**config.mk**
```make
export PLATFORM = sky130hd
export DESIGN_NAME = addertree_arbiter
export DESIGN_NICKNAME = d
export VERILOG_FILES = /design/src/rtl/addertree_pkg.sv /design/src/rtl/addertree_arbiter_rr.sv /design/src/rtl/addertree_arbiter.sv
export SDC_FILE = /design/constraint.sdc
export NUM_CORES = 1
export LEC_CHECK = 0
export BUFFER_PORTS_ARGS = -buffer_cell sky130_fd_sc_hd__buf_2
export CELL_PAD_IN_SITES_DETAIL_PLACEMENT = 1
export CELL_PAD_IN_SITES_GLOBAL_PLACEMENT = 2
export CORE_MARGIN = 2
export CORE_UTILIZATION = 29
export CTS_CLUSTER_SIZE = 25
export DETAILED_ROUTE_END_ITERATION = 8
export PLACE_DENSITY = 0.78
export SETUP_SLACK_MARGIN = 0.1
export SLEW_MARGIN = 10
export SYNTH_ARGS = -nofsm -noshare
export SYNTH_HDL_FRONTEND = slang
export SYNTH_SLANG_ARGS = --single-unit
```
**constraint.sdc**
```tcl
create_clock -name clk -period 3 [get_ports clk]
set_clock_uncertainty 0.2 [all_clocks]
set_input_delay 0 -clock clk [delete_from_list [all_inputs] [get_ports clk]]
set_output_delay 0 -clock clk [all_outputs]
set_load 0.01 [all_outputs]
```
**src/rtl/addertree_pkg.sv**
```systemverilog
// Shared definitions for the adder-tree block family: scheduler state encoding,
// default widths and the width helper also used by the tree itself.
package addertree_pkg;

  localparam int IWIDTH_DEF  = 8;
  localparam int OWIDTH_DEF  = 16;
  localparam int NINPUTS_DEF = 4;

  typedef enum logic [1:0] {
    IDLE,
    LAUNCH,
    WAIT,
    RESP
  } state_e;

  // Bits needed to hold the values 0 .. value-1, never less than one bit.
  function automatic int CLogB2(input int value);
    int bits;
    bits = 1;
    while ((1 << bits) < value) bits++;
    return bits;
  endfunction

endpackage

```
**src/rtl/addertree_arbiter_rr.sv**
```systemverilog
// Combinational round-robin pick: first asserted request at or after ptr_i,
// wrapping modulo NREQ.
module rr_arbiter #(
  parameter int NREQ = 4,
  localparam int IDW = $clog2(NREQ)
) (
  input  logic [NREQ-1:0] req_i,
  input  logic [IDW-1:0]  ptr_i,
  output logic [IDW-1:0]  grant_o,
  output logic            any_o
);

  logic [IDW:0]   sum;
  logic [IDW-1:0] idx;

  // Scan from the farthest offset down so the nearest requester overwrites last.
  always_comb begin
    grant_o = '0;
    any_o   = 1'b0;
    sum     = '0;
    idx     = '0;
    for (int i = NREQ - 1; i >= 0; i--) begin
      sum = {1'b0, ptr_i} + (IDW + 1)'(i);
      if (sum >= (IDW + 1)'(NREQ)) sum = sum - (IDW + 1)'(NREQ);
      idx = sum[IDW-1:0];
      if (req_i[idx]) begin
        grant_o = idx;
        any_o   = 1'b1;
      end
    end
  end

endmodule

```
**src/rtl/addertree_arbiter.sv**
```systemverilog
// Round-robin scheduler sharing one pipelined adder tree among NREQ requesters,
// with a registered valid/ready response port and a sticky completion watchdog.
module addertree_arbiter
  import addertree_pkg::*;
#(
  parameter int NREQ    = NINPUTS_DEF,
  parameter int OWIDTH  = OWIDTH_DEF,
  parameter int TIMEOUT = 64,
  localparam int IDW    = $clog2(NREQ)
) (
  input  logic              clk,
  input  logic              rst,
  input  logic [NREQ-1:0]   req_valid,
  output logic [NREQ-1:0]   req_ack,
  output logic [IDW-1:0]    tree_sel,
  output logic              tree_go,
  input  logic              tree_ready,
  input  logic [OWIDTH-1:0] tree_result,
  output logic              rsp_valid,
  input  logic              rsp_ready,
  output logic [IDW-1:0]    rsp_id,
  output logic [OWIDTH-1:0] rsp_data,
  output logic              busy,
  output logic              err_timeout
);

  localparam int CW = CLogB2(TIMEOUT + 1);

  state_e            state_q, state_d;
  logic [IDW-1:0]    rr_ptr_q, rr_ptr_d;
  logic [IDW-1:0]    grant_id_q, grant_id_d;
  logic [IDW-1:0]    tree_sel_q, tree_sel_d;
  logic [IDW-1:0]    rsp_id_q, rsp_id_d;
  logic [OWIDTH-1:0] rsp_data_q, rsp_data_d;
  logic [NREQ-1:0]   req_ack_q, req_ack_d;
  logic [CW-1:0]     wdog_q, wdog_d;
  logic              tree_go_q, tree_go_d;
  logic              rsp_valid_q, rsp_valid_d;
  logic              err_q, err_d;

  logic [IDW-1:0]    pick;
  logic              pick_valid;
  logic [CW-1:0]     wdog_inc;

  rr_arbiter #(.NREQ(NREQ)) u_rr (
    .req_i   (req_valid),
    .ptr_i   (rr_ptr_q),
    .grant_o (pick),
    .any_o   (pick_valid)
  );

  assign wdog_inc = wdog_q + CW'(1);

  always_comb begin
    state_d     = state_q;
    rr_ptr_d    = rr_ptr_q;
    grant_id_d  = grant_id_q;
    tree_sel_d  = tree_sel_q;
    rsp_id_d    = rsp_id_q;
    rsp_data_d  = rsp_data_q;
    req_ack_d   = '0;
    wdog_d      = wdog_q;
    tree_go_d   = 1'b0;
    rsp_valid_d = rsp_valid_q;
    err_d       = err_q;
    case (state_q)
      IDLE: begin
        if (pick_valid) begin
          grant_id_d = pick;
          tree_sel_d = pick;
          tree_go_d  = 1'b1;
          state_d    = LAUNCH;
        end
      end
      LAUNCH: begin
        wdog_d  = '0;
        state_d = WAIT;
      end
      // A real completion wins over a watchdog expiry in the same cycle.
      WAIT: begin
        wdog_d = wdog_inc;
        if (tree_ready) begin
          rsp_data_d  = tree_result;
          rsp_id_d    = grant_id_q;
          req_ack_d   = NREQ'(1) << grant_id_q;
          rsp_valid_d = 1'b1;
          state_d     = RESP;
        end else if (wdog_inc == CW'(TIMEOUT)) begin
          err_d       = 1'b1;
          rsp_data_d  = '0;
          rsp_id_d    = grant_id_q;
          req_ack_d   = NREQ'(1) << grant_id_q;
          rsp_valid_d = 1'b1;
          state_d     = RESP;
        end
      end
      RESP: begin
        if (rsp_ready) begin
          rsp_valid_d = 1'b0;
          rr_ptr_d    = (grant_id_q == IDW'(NREQ - 1)) ? '0 : grant_id_q + IDW'(1);
          state_d     = IDLE;
        end
      end
      default: state_d = IDLE;
    endcase
  end

  always_ff @(posedge clk) begin
    if (rst) begin
      state_q     <= IDLE;
      rr_ptr_q    <= '0;
      grant_id_q  <= '0;
      tree_sel_q  <= '0;
      rsp_id_q    <= '0;
      rsp_data_q  <= '0;
      req_ack_q   <= '0;
      wdog_q      <= '0;
      tree_go_q   <= 1'b0;
      rsp_valid_q <= 1'b0;
      err_q       <= 1'b0;
    end else begin
      state_q     <= state_d;
      rr_ptr_q    <= rr_ptr_d;
      grant_id_q  <= grant_id_d;
      tree_sel_q  <= tree_sel_d;
      rsp_id_q    <= rsp_id_d;
      rsp_data_q  <= rsp_data_d;
      req_ack_q   <= req_ack_d;
      wdog_q      <= wdog_d;
      tree_go_q   <= tree_go_d;
      rsp_valid_q <= rsp_valid_d;
      err_q       <= err_d;
    end
  end

  assign req_ack     = req_ack_q;
  assign tree_sel    = tree_sel_q;
  assign tree_go     = tree_go_q;
  assign rsp_valid   = rsp_valid_q;
  assign rsp_id      = rsp_id_q;
  assign rsp_data    = rsp_data_q;
  assign err_timeout = err_q;
  assign busy        = (state_q != IDLE);

endmodule

```
# --- Yosys cells after proc, flatten, opt, wreduce, memory -nomap -nowiden ---
# Cells that the tools add are included.
totals:
  register_bits: 38
  input_bits: 24
  word_cells: 90
op_classes:
  add_sub_neg: 9
  magnitude_cmp: 8
  eq_ne: 8
  shifts: 1
  muxes: 38
  bitwise_logic: 3
  n_reduce_logical: 13
ops:
  columns: ["operator", "count"]
  rows:
  - ["$mux 16", 2]
  - ["$mux 2", 15]
  - ["$pmux 7 s2", 1]
  - ["$lt 2x3->1 const B", 4]
  - ["$mux 1", 12]
  - ["$ge 3x3->1 const B", 3]
  - ["$reduce_and 3->1", 3]
  - ["$bmux 1 s2", 4]
  - ["$mux 4", 2]
  - ["$pmux 2 s4", 1]
  - ["$reduce_bool 2->1", 4]
  - ["$sub 2x1->2 const B", 4]
  - ["$add 7x1->7 const B", 1]
  - ["$eq 7x7->1 const B", 1]
  - ["$add 2x2->3 const B", 2]
  - ["$eq 2x2->1 const B", 3]
  - ["$reduce_and 2->1", 3]
  - ["$ne 2x2->1 const B", 2]
  - ["$reduce_or 2->1", 2]
  - ["$shl 1x2->4 const A", 1]
  - ["$add 2x1->3 const B", 1]
  - ["$ge 2x3->1 const B", 1]
  - ["$ne 3x3->1 const B", 1]
  - ["$not 1->1", 3]
  - ["4 further kinds", 4]

# --- Longest topological paths before layout ---
logic_depth:
  ltp_word: 11
  depth_mapped: 10

# --- Modules after synthesis ---
# A second synthesis with hierarchy kept.
hier_totals:
  cells_unflattened: 178
  hier_area_um2: 1657.8
modules_own_cells:
  columns: ["mod", "n_inst", "cells_per_inst", "area_each_um2", "seq_area_each_um2"]
  rows:
  - ["addertree_arbiter", 1, 165, 1580.3, 760.7]
  - ["rr_arbiter", 1, 13, 77.6, 0.0]

# --- Worst setup path before layout ---
# OpenSTA, ideal clock, no wires.
synth_timing:
  path_type: "reg2reg"
  start: "register state_q[0]"
  end: "register rsp_data_q[10] (netlist: rsp_data[10])"
  arrival_time_ns: 1.804
  required_time_ns: 2.683
  slack_ns: 0.880
  stages_incl_launch_ff: 11
  n_path_buf: 3
  synth_period_minus_slack_ns: 2.120
  cell_sequence: "dfxtp_1 inv_1 ha_1 buf_2 inv_1 a211oi_2 a41oi_4 nor2b_4 buf_6 buf_6 a22o_1"
synth_between:
  elab_chain_cells: 2
synth_lines:
  columns: ["element", "line_no", "source"]
  rows:
  - ["from (decl)", "addertree_arbiter.sv:29", "state_e state_q, state_d;"]
  - ["from (signal assigned)", "addertree_arbiter.sv:122", "state_q <= state_d;"]
  - ["$eq 2x2->1", "addertree_arbiter.sv:66", "case (state_q)"]
  - ["$reduce_and 2->1 (no line)", null, null]
  - ["to (signal assigned)", "addertree_arbiter.sv:127", "rsp_data_q <= rsp_data_d;"]
  - ["to (decl)", "addertree_arbiter.sv:34", "logic [OWIDTH-1:0] rsp_data_q, rsp_data_d;"]
# Every way passes these cells.
# A chain may end at the register's enable or synchronous reset.

# --- Final worst setup path ---
layout_timing:
  start: "register rr_ptr_q[0]"
  end: "register tree_sel_q[1] (netlist: tree_sel[1])"
layout_between:
  elab_chain_cells: 10
layout_lines:
  columns: ["element", "line_no", "source"]
  rows:
  - ["from (decl)", "addertree_arbiter.sv:30", "logic [IDW-1:0] rr_ptr_q, rr_ptr_d;"]
  - ["from (signal assigned)", "addertree_arbiter.sv:123", "rr_ptr_q <= rr_ptr_d;"]
  - ["$add 2x2->3", "addertree_arbiter_rr.sv:23", "sum = {1'b0, ptr_i} + (IDW + 1)'(i);"]
  - ["$ge 3x3->1 / $sub 2x1->2 (equally long branches)", "addertree_arbiter_rr.sv:24", "if (sum >= (IDW + 1)'(NREQ)) sum = sum - (IDW + 1)'(NREQ);"]
  - ["$mux 2", "addertree_arbiter_rr.sv:24", null]
  - ["$bmux 1 s2", "addertree_arbiter_rr.sv:26", "if (req_i[idx]) begin"]
  - ["$mux 1 (implied by the code)", "addertree_arbiter_rr.sv:26", null]
  - ["$mux 1 (4 in a row)", "addertree_arbiter_rr.sv:26", null]
  - ["$reduce_and 2->1 (no line)", null, null]
  - ["to (signal assigned)", "addertree_arbiter.sv:125", "tree_sel_q <= tree_sel_d;"]
  - ["to (decl)", "addertree_arbiter.sv:32", "logic [IDW-1:0] tree_sel_q, tree_sel_d;"]
# Parallel ways exist; a longest one is shown, timed or not. The select of a mux whose other input is x is not followed.

==> metrics.md <==
| Metric | Value |
|---|---|
| Met1 usage | `17.7%` |
| GRT Residual Overflow | `0` |
| Unrepaired setup endpoints after global routing | `false` |
| Critical Path Start Type | `register` |
| Setup violators final | `0` |
| Syn Inst Count | `approximately 180` |
| Commonest non-fill, non-tap cells in the layout | `buf_2 (51), dfxtp_1 (38), dlygate4sd3_1 (24), a21oi_1 (19)` |
| CP required | `3.03 ns` |
| # rows | `27` |
| Root Driver | `clkbuf_8` |
| N_diodes | `0` |
| GP Congestion | `0.778` |
| Routing usage on met2 | `between 20 and 25%` |
| Flops & latches, synth | `38` |
| Sequential area share after synthesis | `45.7%` |
| Initial antenna violation count | `0` |
| Final Max Slew Viols | `0` |
| Slew HR | `between 60% and 70%` |
| CP peak stage delay | `approximately 0.56 ns` |
| Gr usage total | `around 15%` |
| Cell Pwr Density | `about 620 mW/mm^2` |
| Setup Buffers After CTS | `0` |
| Syn Area/Cell | `9.45 um^2` |
| Leakage | `0.00105 uW` |
| Cell Chain, Critical Path | `inv_1 > a21oi_1 > dlygate4sd3_1 > nor2_1 > or3_1 > dlygate4sd3_1 > a21oi_1` |
| Kind of end point of the critical path | `register` |
| Vias/cell | `4.84` |
| Fin util | `42.4%` |
| Synth Warn # | `0` |
| Worst-skew pair later-pin latency | `0.30 ns` |
| Hold/Removal Path Class | `input port to register` |
| Die Y | `79.7 um` |
| Worst EP arrival | `around 2.5 ns` |
| CTS clock-pin slew for the worst setup and hold paths | `0.08 ns` |
| Final nets | `286` |
| Max clock buf depth | `2` |
| Fin cells | `326` |
| IO Pins | `52` |
| Maximum vdd drop | `0.000205 V` |
| Vias in the first global route | `about 1500` |
| First-pass GRT wire length | `7.27 mm` |
| Busiest grt layer | `met2` |
| Run status | `completed` |
| Detailed Routing Iterations Pass 1 | `4` |
| Initial DRC Count | `46` |
| Initial core utilization | `30.2%` |
| Post-synth cell types | `35` |
| IO buf count | `51` |
| Net Count, Synth | `209` |
| Leading cell type in the layout, fill and taps excluded | `buf_2` |
| CTS tree | `yes` |
| Wire per inst | `13.7 um` |
| DIE WIDTH | `79.7 um` |
| Final hold viol count | `0` |
| Layout cell share with drive strength beyond 1 | `about a quarter` |
| H-Tree Depth | `2` |
| Fillers | `654` |
| Hold Buf Count CTS | `24` |
| Post-DP HPWL | `roughly 3.2 mm` |
| Final worst path period share | `around four fifths` |
| Synth Cell Area | `0.00166 mm^2` |
| Pwr Total | `1460 uW` |
| Cts bufs inserted | `5` |
| Fin worst setup slack | `0.563 ns` |
| Die area | `roughly 0.0064 mm^2` |
| CTS resizes | `0` |
| Post-DRT Antenna Nets | `0` |
| Clock sink count | `38` |
| Synthesis-to-finish area growth | `40.5%` |
| Critical path's slowest cell | `dlygate4sd3_1` |
| Drt drc | `0` |
| DR vias | `~1600` |
| Met3 Usage GRT | `4.19%` |
| Max-cap violations | `0` |
| Core ar. | `approximately 0.0055 mm^2` |
| Placed cell count | `a little under 300` |
| Setup_tns | `0 ns` |
| Max Freq | `a little over 400 MHz` |
| Largest fanout on the critical path | `4` |
| Post-layout min period | `roughly 2.4 ns` |
| WS Path Type | `register to register` |
| Post-Place Setup Slack | `between 0.7 and 0.8 ns` |
| Routed wire length | `4.47 mm` |
| Slew @ Worst Pin | `~0.45 ns` |
| Largest net degree at the start of global routing | `22` |
==> registers in the layout, indices dropped and copies added, names as in the netlist <==
signal,count
req_ack,4
state_q,2
rsp_id,2
rsp_data,16
wdog_q,7
err_timeout,1
rr_ptr_q,2
tree_go,1
tree_sel,2
rsp_valid,1
==> final timing paths <==
kind                                  start                   endpoint  slack [ns]  cells after the start
setup / recovery   rr_ptr_q[0]$_SDFFE_PP0P_   tree_sel[1]$_SDFFE_PP0P_        0.56                      7
hold / removal                 req_valid[2]         tree_go$_SDFF_PP0_       0.005                      4
setup reg to reg   rr_ptr_q[0]$_SDFFE_PP0P_   tree_sel[1]$_SDFFE_PP0P_        0.56                      7
hold reg to reg   rsp_data[13]$_SDFFE_PP0P_  rsp_data[13]$_SDFFE_PP0P_        0.28                      1
==> critical path: cells and delay by family (launching register included) <==
kind	cells	cell delay [ns]
AOI/OAI and AO/OA	2	0.23
and+or+nand+nor	2	0.38
buffers and inverters	3	1.18
DFF	1	0.38
==> routing by layer <==
layer  routed length [um]  up-vias
met3                  192        6
met1                 2020      755
met2                 2160       40
met4                   95        0
met5                    0        -
li1                     -      777
==> cells in the mapped netlist, drive strengths merged <==
master	count	area (um^2)
nand2	13	48.8
nand3	5	25.0
a211oi	1	12.5
nor4	2	12.5
and2	6	37.5
nor3	3	15.0
a2111oi	2	18.8
nand2b	3	18.8
o21ai	6	33.8
and4	1	8.76
nor2b	3	26.3
nor3b	2	15.0
a211o	1	8.76
and3	1	6.26
ha	9	113
nor2	16	60.1
xnor2	1	8.76
inv	10	37.5
buf	4	31.3
nand4	1	6.26
mux2i	4	40.0
clkbuf	2	7.51
a41oi	2	36.3
or3	4	30.0
dfxtp	38	761
a22o	16	140
a221oi	1	8.76
a21oi	19	95.1
==> kinds of logic (layout without fill, tap and decap cells) <==
kind of cell               count (synthesis)  in the layout  synth area share (%)
buffers and inverters                     16             94                  4.59
xor gates and xnor gates                   1              1                 0.527
adders and majority gates                  9              9                  6.77
DFF                                       38             38                  45.7
AOI/OAI and AO/OA                         48             48                  21.3
and+or+nand+nor                           60             60                  18.7
muxes                                      4              4                  2.41
==> metrics by stage <==
stage,instance area (um^2),hold slack [ns]
2_1_floorplan,1660,-0.0745
3_3_place_gp,1980,0.00978
3_5_place_dp,1980,0.0194
4_1_cts,2340,0.00918
5_1_grt,2340,0.0730
6_report,2340,0.00474
==> report_power, final <==
| part | total, uW | internal, uW | switching [uW] |
|---|---|---|---|
| registers | 596 | 556 | 39.6 |
| logic | 422 | 175 | 247 |
| clock network | 442 | 247 | 194 |
| total | 1460 | 978 | 481 |
==> final cells by class <==
| cell class | count | area [um^2] | area share [%] |
|---|---|---|---|
| Clock inverter | 3 | 45.0 | 1.93 |
| Multi-Input combinational cell | 122 | 831 | 35.6 |
| Timing Repair Buffer | 76 | 503 | 21.5 |
| Clock buffer | 5 | 68.8 | 2.95 |
| Sequential cell | 38 | 761 | 32.6 |
| Tap cell | 72 | 90.1 | 3.86 |
| Inverter | 10 | 37.5 | 1.61 |
(Power assumes the default switching activity.)
